### config.mk
export PLATFORM = sky130hd
export DESIGN_NAME = vldst_unit
export DESIGN_NICKNAME = d
export VERILOG_FILES = /design/src/rtl/cvp14_pkg.sv /design/src/rtl/vldst_rdpipe.sv /design/src/rtl/vldst_unit.sv
export SDC_FILE = /design/constraint.sdc
export NUM_CORES = 1
export LEC_CHECK = 0
export ABC_CLOCK_PERIOD_IN_PS = 3500
export CAP_MARGIN = 20
export CORE_ASPECT_RATIO = 0.6
export CORE_MARGIN = 1
export CORE_UTILIZATION = 42
export DETAILED_ROUTE_END_ITERATION = 6
export PLACE_DENSITY = 0.86
export SLEW_MARGIN = 40
export SYNTH_ARGS = -nofsm -noshare
export SYNTH_HDL_FRONTEND = slang
export SYNTH_SLANG_ARGS = --single-unit
### constraint.sdc
create_clock -name Clk1 -period 3.5 [get_ports Clk1]
set_input_delay 1.05 -clock Clk1 [delete_from_list [all_inputs] [get_ports Clk1]]
set_output_delay 1.05 -clock Clk1 [all_outputs]
set_load 0.005 [all_outputs]
### src/rtl/cvp14_pkg.sv
// cvp14_pkg: shared widths, op encoding and state enum
// for the CVP14 vector load/store path.
package cvp14_pkg;
  localparam int VLEN = 16;
  localparam int DW   = 16;
  localparam int AW   = 16;

  localparam logic OP_LOAD  = 1'b0;
  localparam logic OP_STORE = 1'b1;

  typedef enum logic [2:0] {
    ST_IDLE,
    ST_LOAD,
    ST_LDRAIN,
    ST_STORE,
    ST_DONE
  } vldst_state_e;
endpackage

### src/rtl/vldst_rdpipe.sv
// vldst_rdpipe: DEPTH-deep {valid, index} shift register
// tracking outstanding DRAM reads until their data lands.
module vldst_rdpipe #(
  parameter int DEPTH = 1,
  parameter int IW    = 4
) (
  input  logic          i_clk,
  input  logic          i_rst,
  input  logic          i_valid,
  input  logic [IW-1:0] i_idx,
  output logic          o_valid,
  output logic [IW-1:0] o_idx,
  output logic          o_pre_valid,
  output logic          o_pending
);
  import cvp14_pkg::*;

  logic [DEPTH-1:0] r_v;
  logic [IW-1:0]    r_idx [DEPTH];
  logic [DEPTH-1:0] w_v_in;
  logic [IW-1:0]    w_idx_in [DEPTH];

  always_comb begin
    w_v_in[0]   = i_valid;
    w_idx_in[0] = i_idx;
    for (int j = 1; j < DEPTH; j++) begin
      w_v_in[j]   = r_v[j-1];
      w_idx_in[j] = r_idx[j-1];
    end
  end

  // pending = a read still upstream of the final stage
  always_comb begin
    o_pending = 1'b0;
    for (int j = 0; j < DEPTH-1; j++)
      o_pending = o_pending | r_v[j];
  end

  always_ff @(posedge i_clk) begin
    if (i_rst) begin
      r_v <= '0;
      for (int j = 0; j < DEPTH; j++)
        r_idx[j] <= '0;
    end else begin
      r_v <= w_v_in;
      for (int j = 0; j < DEPTH; j++)
        r_idx[j] <= w_idx_in[j];
    end
  end

  assign o_valid     = r_v[DEPTH-1];
  assign o_idx       = r_idx[DEPTH-1];
  assign o_pre_valid = w_v_in[DEPTH-1];
endmodule

### src/rtl/vldst_unit.sv
// vldst_unit: streams one vector register between the VRF
// and DRAM, one element per cycle, on a single Start pulse.
module vldst_unit #(
  parameter int VLEN   = cvp14_pkg::VLEN,
  parameter int RD_LAT = 1
) (
  input  logic                     Clk1,
  input  logic                     Reset,
  input  logic                     Start,
  input  logic                     Op,
  input  logic [cvp14_pkg::AW-1:0] BaseAddr,
  output logic                     Busy,
  output logic                     Done,
  output logic [$clog2(VLEN)-1:0]  VrfIdx,
  input  logic [cvp14_pkg::DW-1:0] VrfRdData,
  output logic                     VrfWrEn,
  output logic [cvp14_pkg::DW-1:0] VrfWrData,
  output logic [cvp14_pkg::AW-1:0] Addr,
  output logic                     RD,
  output logic                     WR,
  output logic [cvp14_pkg::DW-1:0] DataOut,
  input  logic [cvp14_pkg::DW-1:0] DataIn
);
  import cvp14_pkg::*;

  localparam int IW = $clog2(VLEN);
  localparam logic [IW-1:0] LAST = IW'(VLEN-1);

  vldst_state_e  r_state;
  logic [IW-1:0] r_cnt;
  logic [AW-1:0] r_addr;
  logic          r_rd;
  logic          r_wr;
  logic          r_busy;
  logic          r_done;
  logic [DW-1:0] r_wdata;

  logic          w_pvalid;
  logic [IW-1:0] w_pidx;
  logic          w_pre;
  logic          w_pend;

  vldst_rdpipe #(
    .DEPTH(RD_LAT),
    .IW   (IW)
  ) u_rdpipe (
    .i_clk      (Clk1),
    .i_rst      (Reset),
    .i_valid    (r_rd),
    .i_idx      (r_cnt),
    .o_valid    (w_pvalid),
    .o_idx      (w_pidx),
    .o_pre_valid(w_pre),
    .o_pending  (w_pend)
  );

  always_ff @(posedge Clk1) begin
    if (Reset) begin
      r_state <= ST_IDLE;
      r_cnt   <= '0;
      r_addr  <= '0;
      r_rd    <= 1'b0;
      r_wr    <= 1'b0;
      r_busy  <= 1'b0;
      r_done  <= 1'b0;
      r_wdata <= '0;
    end else begin
      r_done <= 1'b0;
      // DataIn is valid at the RD_LAT-th edge after issue
      if (w_pre)
        r_wdata <= DataIn;
      unique case (r_state)
        ST_IDLE: begin
          if (Start) begin
            r_cnt  <= '0;
            r_addr <= BaseAddr;
            r_busy <= 1'b1;
            if (Op == OP_STORE) begin
              r_state <= ST_STORE;
              r_wr    <= 1'b1;
            end else begin
              r_state <= ST_LOAD;
              r_rd    <= 1'b1;
            end
          end
        end
        ST_LOAD: begin
          if (r_cnt == LAST) begin
            r_state <= ST_LDRAIN;
            r_rd    <= 1'b0;
            r_addr  <= '0;
          end else begin
            r_cnt  <= r_cnt + 1'b1;
            r_addr <= r_addr + 1'b1;
          end
        end
        ST_LDRAIN: begin
          if (!w_pend) begin
            r_state <= ST_DONE;
            r_busy  <= 1'b0;
            r_done  <= 1'b1;
          end
        end
        ST_STORE: begin
          if (r_cnt == LAST) begin
            r_state <= ST_DONE;
            r_wr    <= 1'b0;
            r_addr  <= '0;
            r_busy  <= 1'b0;
            r_done  <= 1'b1;
          end else begin
            r_cnt  <= r_cnt + 1'b1;
            r_addr <= r_addr + 1'b1;
          end
        end
        ST_DONE: r_state <= ST_IDLE;
        default: r_state <= ST_IDLE;
      endcase
    end
  end

  assign Busy      = r_busy;
  assign Done      = r_done;
  assign RD        = r_rd;
  assign WR        = r_wr;
  assign Addr      = r_addr;
  assign VrfWrEn   = w_pvalid;
  assign VrfWrData = r_wdata;
  assign VrfIdx    = (r_state == ST_STORE) ? r_cnt : w_pidx;
  assign DataOut   = (r_state == ST_STORE) ? VrfRdData : '0;
endmodule

# --- After elaboration in Yosys (flattened, before gate mapping) ---
# Memories as Yosys holds them, arrays and structs flattened.
# Index checks and enable logic that the tools add are counted.
op_classes:
  eq_ne: 10
  reduce_logical: 13
  addsub: 2
  n_mux: 29
op_table:
  columns: ["operator", "count"]
  rows:
  - ["16-bit 2-to-1 mux", 3]
  - ["16-bit case mux with 2 select lines", 1]
  - ["16-bit by 1-bit adder with 16-bit output (second input constant)", 1]
  - ["4-bit 2-to-1 mux", 4]
  - ["2-bit != test (second input constant)", 6]
  - ["3-bit case mux with 4 select lines", 1]
  - ["1-bit 2-to-1 mux", 11]
  - ["3-bit 2-to-1 mux", 3]
  - ["3-bit AND reduction", 3]
  - ["4-bit case mux with 2 select lines", 1]
  - ["4-bit AND reduction", 2]
  - ["3-bit by 2-bit == test with 1-bit output (second input constant)", 2]
  - ["1-bit case mux with 2 select lines", 3]
  - ["2-bit nonzero test", 3]
  - ["4-bit by 1-bit adder with 4-bit output (second input constant)", 1]
  - ["4-bit == test (second input constant)", 1]
  - ["4-bit OR reduction", 1]
  - ["3-bit by 1-bit == test with 1-bit output (second input constant)", 1]
  - ["3-bit logical NOT", 1]
  - ["1-bit case mux with 3 select lines", 1]
  - ["3-bit nonzero test", 1]
  - ["2-bit 2-to-1 mux", 1]
  - ["2-bit AND reduction", 1]
  - ["2-bit OR reduction", 1]
word_totals:
  input_bits: 52
  n_memories: 1
  mem_bits_rw: 4
  register_bits: 44
mem_list:
  columns: ["name", "depth", "width", "rd", "rd_clocked_by_memory_dff", "wr", "line_no", "text"]
  rows:
  - ["u_rdpipe.r_idx", 1, 4, 1, 0, 1, "vldst_rdpipe.sv:19", "logic [IW-1:0] r_idx [DEPTH];"]

# --- Logic depth before layout (Yosys ltp) ---
logic_depth:
  word_depth: 4
  depth_mapped: 7
  ltp_nobuf: 5

# --- Hierarchy ---
# Synthesis repeated with hierarchy kept, for this count alone.
hier_totals:
  hier_cells: 290
  area_unflattened_um2: 2472.4
modules_own_cells:
  columns: ["module", "cells_per_inst", "seq_area_each_um2", "instances", "area_each_um2"]
  rows:
  - ["vldst_unit", 277, 860.8, 1, 2322.2]
  - ["vldst_rdpipe", 13, 100.1, 1, 150.1]

# --- Worst setup path before layout ---
# OpenSTA, ideal clock, no wires.
synth_timing:
  path_type: "reg2out"
  startpoint: "register r_state[0]"
  endpoint: "output VrfIdx[0]"
  path_stages_with_launch: 5
  t_arrival_ps: 1233
  t_required_ps: 2450
  setup_slack_ps: 1217
  cell_sequence: "dfxtp_1 > buf_4 > and3b_1 > buf_2 > mux2_1"
synth_between:
  elab_chain_len: 2
synth_rtl:
  columns: ["item", "line_no", "text"]
  rows:
  - ["from (decl)", "vldst_unit.sv:29", "vldst_state_e r_state;"]
  - ["from (signal assigned)", "vldst_unit.sv:59", "r_state <= ST_IDLE;"]
  - ["from (signal assigned)", "vldst_unit.sv:79", "r_state <= ST_STORE;"]
  - ["from (signal assigned)", "vldst_unit.sv:82", "r_state <= ST_LOAD;"]
  - ["3-bit by 2-bit == test with 1-bit output", "vldst_unit.sv:129", "assign VrfIdx = (r_state == ST_STORE) ? r_cnt : w_pidx;"]
  - ["4-bit 2-to-1 mux", "vldst_unit.sv:129", null]
  - ["to (decl)", "vldst_unit.sv:14", "output logic [$clog2(VLEN)-1:0] VrfIdx,"]
# Every way passes these cells.

# --- Final worst setup path ---
layout_timing:
  startpoint: "input VrfRdData[10] (netlist bit)"
  endpoint: "output DataOut[10] (netlist bit)"
layout_between:
  elab_chain_len: 1
layout_rtl:
  columns: ["item", "line_no", "text"]
  rows:
  - ["from (decl)", "vldst_unit.sv:15", "input logic [cvp14_pkg::DW-1:0] VrfRdData,"]
  - ["16-bit 2-to-1 mux", "vldst_unit.sv:130", "assign DataOut = (r_state == ST_STORE) ? VrfRdData : '0;"]
  - ["to (decl)", "vldst_unit.sv:21", "output logic [cvp14_pkg::DW-1:0] DataOut,"]
# Every way passes these cells.

==> qor.csv <==
stage,metric,value,unit
status,result of the run,finished clean,
timing,unrepaired setup endpoints after global routing,no,
finish,Nets,430,
drt,met2 WL,2.88,mm
grt,largest net degree at the start of global routing,21,
finish,area delta synth->final,49.5,%
drt,DRT met1 WL,3.06,mm
timing,Max Clk Rate,315,MHz
die,Die Height,61.3,um
placement,count of input and output buffers,108,
hold_path,min-delay worst type,reg -> reg,
timing,# setup viols final,0,
placement,HPWL after DPL,4.97,mm
grt,global route overflow,0,
critical_path,CP Data Required Time,2.45,ns
placement,Final Wtd Congestion,0.851,
die,Cell Rows,21,
finish,most frequent cells in the layout,"108 x clkdlybuf4s50_1, 48 x dfxtp_1, 29 x nor2_1, 17 x mux2i_1, 16 x and2_1",
clock_tree,CTS tree,built,
synthesis,Synth async-reset ratio,0,
clock_tree,# Post-CTS Setup Buffers,0,
critical_path,CP Class,in -> out,
placement,DP Cell Count,449,
synthesis,Synth Instances,274,
drt,Top Metal Used,met4,
timing,Fin. Hold Viols,0,
synthesis,top-area cell type share of the netlist area,0.391,
die,die area,6180,um^2
drt,1st-iter DRT viols,165,
clock_tree,Skew-Pair Late Insertion Delay,0.30,ns
finish,Antenna diodes,0,
grt,first-pass GRT wire length,10.1,mm
timing,Pins Over Slew Limit,0,
power_and_ir_drop,Worst VDD drop,0.220,mV
clock_tree,post-cts resize count,0,
die,IO Count,109,
finish,multi-input combinational cell area,1360,um^2
clock_tree,H-tree depth,2,
drt,DR vias,2474,
die,chip width,101,um
finish,Fill cells,455,
die,core area,5600,um^2
synthesis,syn_nets,328,
power_and_ir_drop,pwr dens,369,nW/um^2
finish,"commonest non-fill, non-tap cell in the layout",clkdlybuf4s50_1,
drt,Detailed Routing Iterations Pass 1,5,
drt,met3 WL,600,um
grt,number of global-route vias before repair,2166,
clock_tree,CTS Hold Bufs,0,
clock_tree,worst-case clock buffer depth,2,
clock_tree,CTS Buf Count,5,
drt,Antenna Nets Post-Route,0,
die,Starting Density,0.440,
synthesis,register area share after synthesis,0.391,
timing,Worst Tran Pin Value,0.609,ns
timing,final worst path period share,0.908,
critical_path,Critical Path AT,2.13,ns
power_and_ir_drop,Leakage Power,0.00128,uW
critical_path,startpoint types,input pin,
clock_tree,CTS Sinks,48,
finish,"Cell Count, Final, Fillers Out",457,
synthesis,largest area contributor in the synthesized netlist,dfxtp_1,
synthesis,Post-Syn Area,2460,um^2
finish,fraction of layout cells with a size suffix above 1,0.0769,
critical_path,maximum fanout along the worst path,1,
synthesis,YS warnings,0,
timing,final critical-path required period,3.18,ns
grt,GRT Util Overall,0.213,
synthesis,syn_area_per_cell,8.98,um^2
synthesis,"flops & latches, synth",48,
timing,setup_tns,0,ns
timing,Rel. slew slack,0.592,
drt,DRC,0,
clock_tree,clock root buffer,clkbuf_8,
grt,antenna violations before repair,0,
drt,routed len/inst,14.5,um
drt,total wire length,6.62,mm
finish,register area,961,um^2
synthesis,Post-synth top flop,dfxtp_1,
synthesis,synth top area cells,"dfxtp_1 39%, mux2i_1 6.9%, nor2_1 4.4%, and2_1 4.1%, nor3_1 2.6%",
timing,clk_skew,0.00580,ns
job,MaxCap Viol Count,0,
synthesis,distinct cell type count of the synthesized netlist,57,
synthesis,Post-synth EDFFs,0,
clock_tree,"Clk pin slew, worst setup/hold paths",0.09,ns
drt,Via-to-Cell Ratio,5.41,
critical_path,CP endpoint kind,output pin,
-- cell families (layout without fill, tap and decap cells) --
family / after synthesis / after routing / synth area share
DFF: 48 / 48 / 0.391
buffers and inverters: 26 / 129 / 0.0580
xor gates and xnor gates: 6 / 6 / 0.0214
and+or+nand+nor: 120 / 120 / 0.278
adders and majority gates: 2 / 2 / 0.0102
AOI/OAI and AO/OA: 51 / 51 / 0.154
muxes: 21 / 21 / 0.0875
-- worst paths after layout --
check	from	end	slack, ns	cells after the start
hold reg to reg	VrfWrData[13]	VrfWrData[13]	0.50	2
setup reg to reg	r_cnt[0]	Addr[2]	1.64	5
setup / recovery	VrfRdData[10]	DataOut[10]	0.32	3
hold / removal	VrfWrData[13]	VrfWrData[13]	0.50	2
-- where the power goes --
group	total, uW	internal [uW]	switching (uW)	leakage (uW)
clock	403	212	190	0.0000552
combinational	323	189	134	0.000835
sequential	632	588	44.3	0.000393
total	1360	988	369	0.00128
-- area by class of cell --
cell class	instances	area share
well taps	80	0.0272
inverters	7	0.00748
clock inverters	2	0.00952
multi-input cells	200	0.369
clock buffers	6	0.0197
flip-flops and latches	48	0.261
repair buffers	114	0.306
-- worst max-delay path: stages --
cell             delay (ns)
clkdlybuf4s50_1        0.47
and2_1                 0.12
clkdlybuf4s50_1        0.50
-- synthesized netlist by cell type, types with 2 or more instances --
cell type / count
buf_6: 3
a32o_1: 5
clkbuf_1: 5
o21ai_0: 4
nand3_2: 2
nand3_1: 11
a21boi_0: 2
a21oi_1: 10
nor4_1: 6
ha_1: 2
nor2b_1: 6
o32ai_1: 2
nand4_1: 6
nor4_2: 2
nand2b_1: 2
buf_1: 2
o221ai_1: 2
mux2i_1: 17
buf_2: 5
a221oi_1: 3
o31ai_1: 2
mux2_1: 3
nand2_1: 14
a31oi_1: 2
nor3_1: 13
buf_4: 4
nor3_2: 2
o22ai_1: 3
o21ai_1: 5
o41ai_1: 3
and2_1: 16
inv_1: 5
xnor2_1: 6
dfxtp_1: 48
nor2_1: 29
-- registers in the layout, summed over array words and instances, names as in the netlist --
register	count
Addr	16
VrfWrData	16
r_cnt	4
u_rdpipe.r_idx	4
r_state	3
Busy	1
Done	1
RD	1
WR	1
u_rdpipe.o_valid	1
-- layer usage --
layer,GRT usage,vias up
met3,0.0681,9
met2,0.321,106
met1,0.296,1158
met5,0,-
met4,0.0600,0
li1,-,1201
-- metrics by stage --
stage                     total power, uW  worst slack [ns]  hold WS, ns  instance area (um^2)  utilization
after detailed placement              965             0.312        0.480                  3570        0.638
after global placement                956             0.334        0.471                  3570        0.638
after CTS                            1370             0.294        0.504                  3680        0.657
after floorplan                       800              1.22        0.483                  2460            -
after global routing                 1420             0.153        0.514                  3680        0.657
final                                1360             0.321        0.499                  3680        0.657
Power figures use the tool's default switching activity.
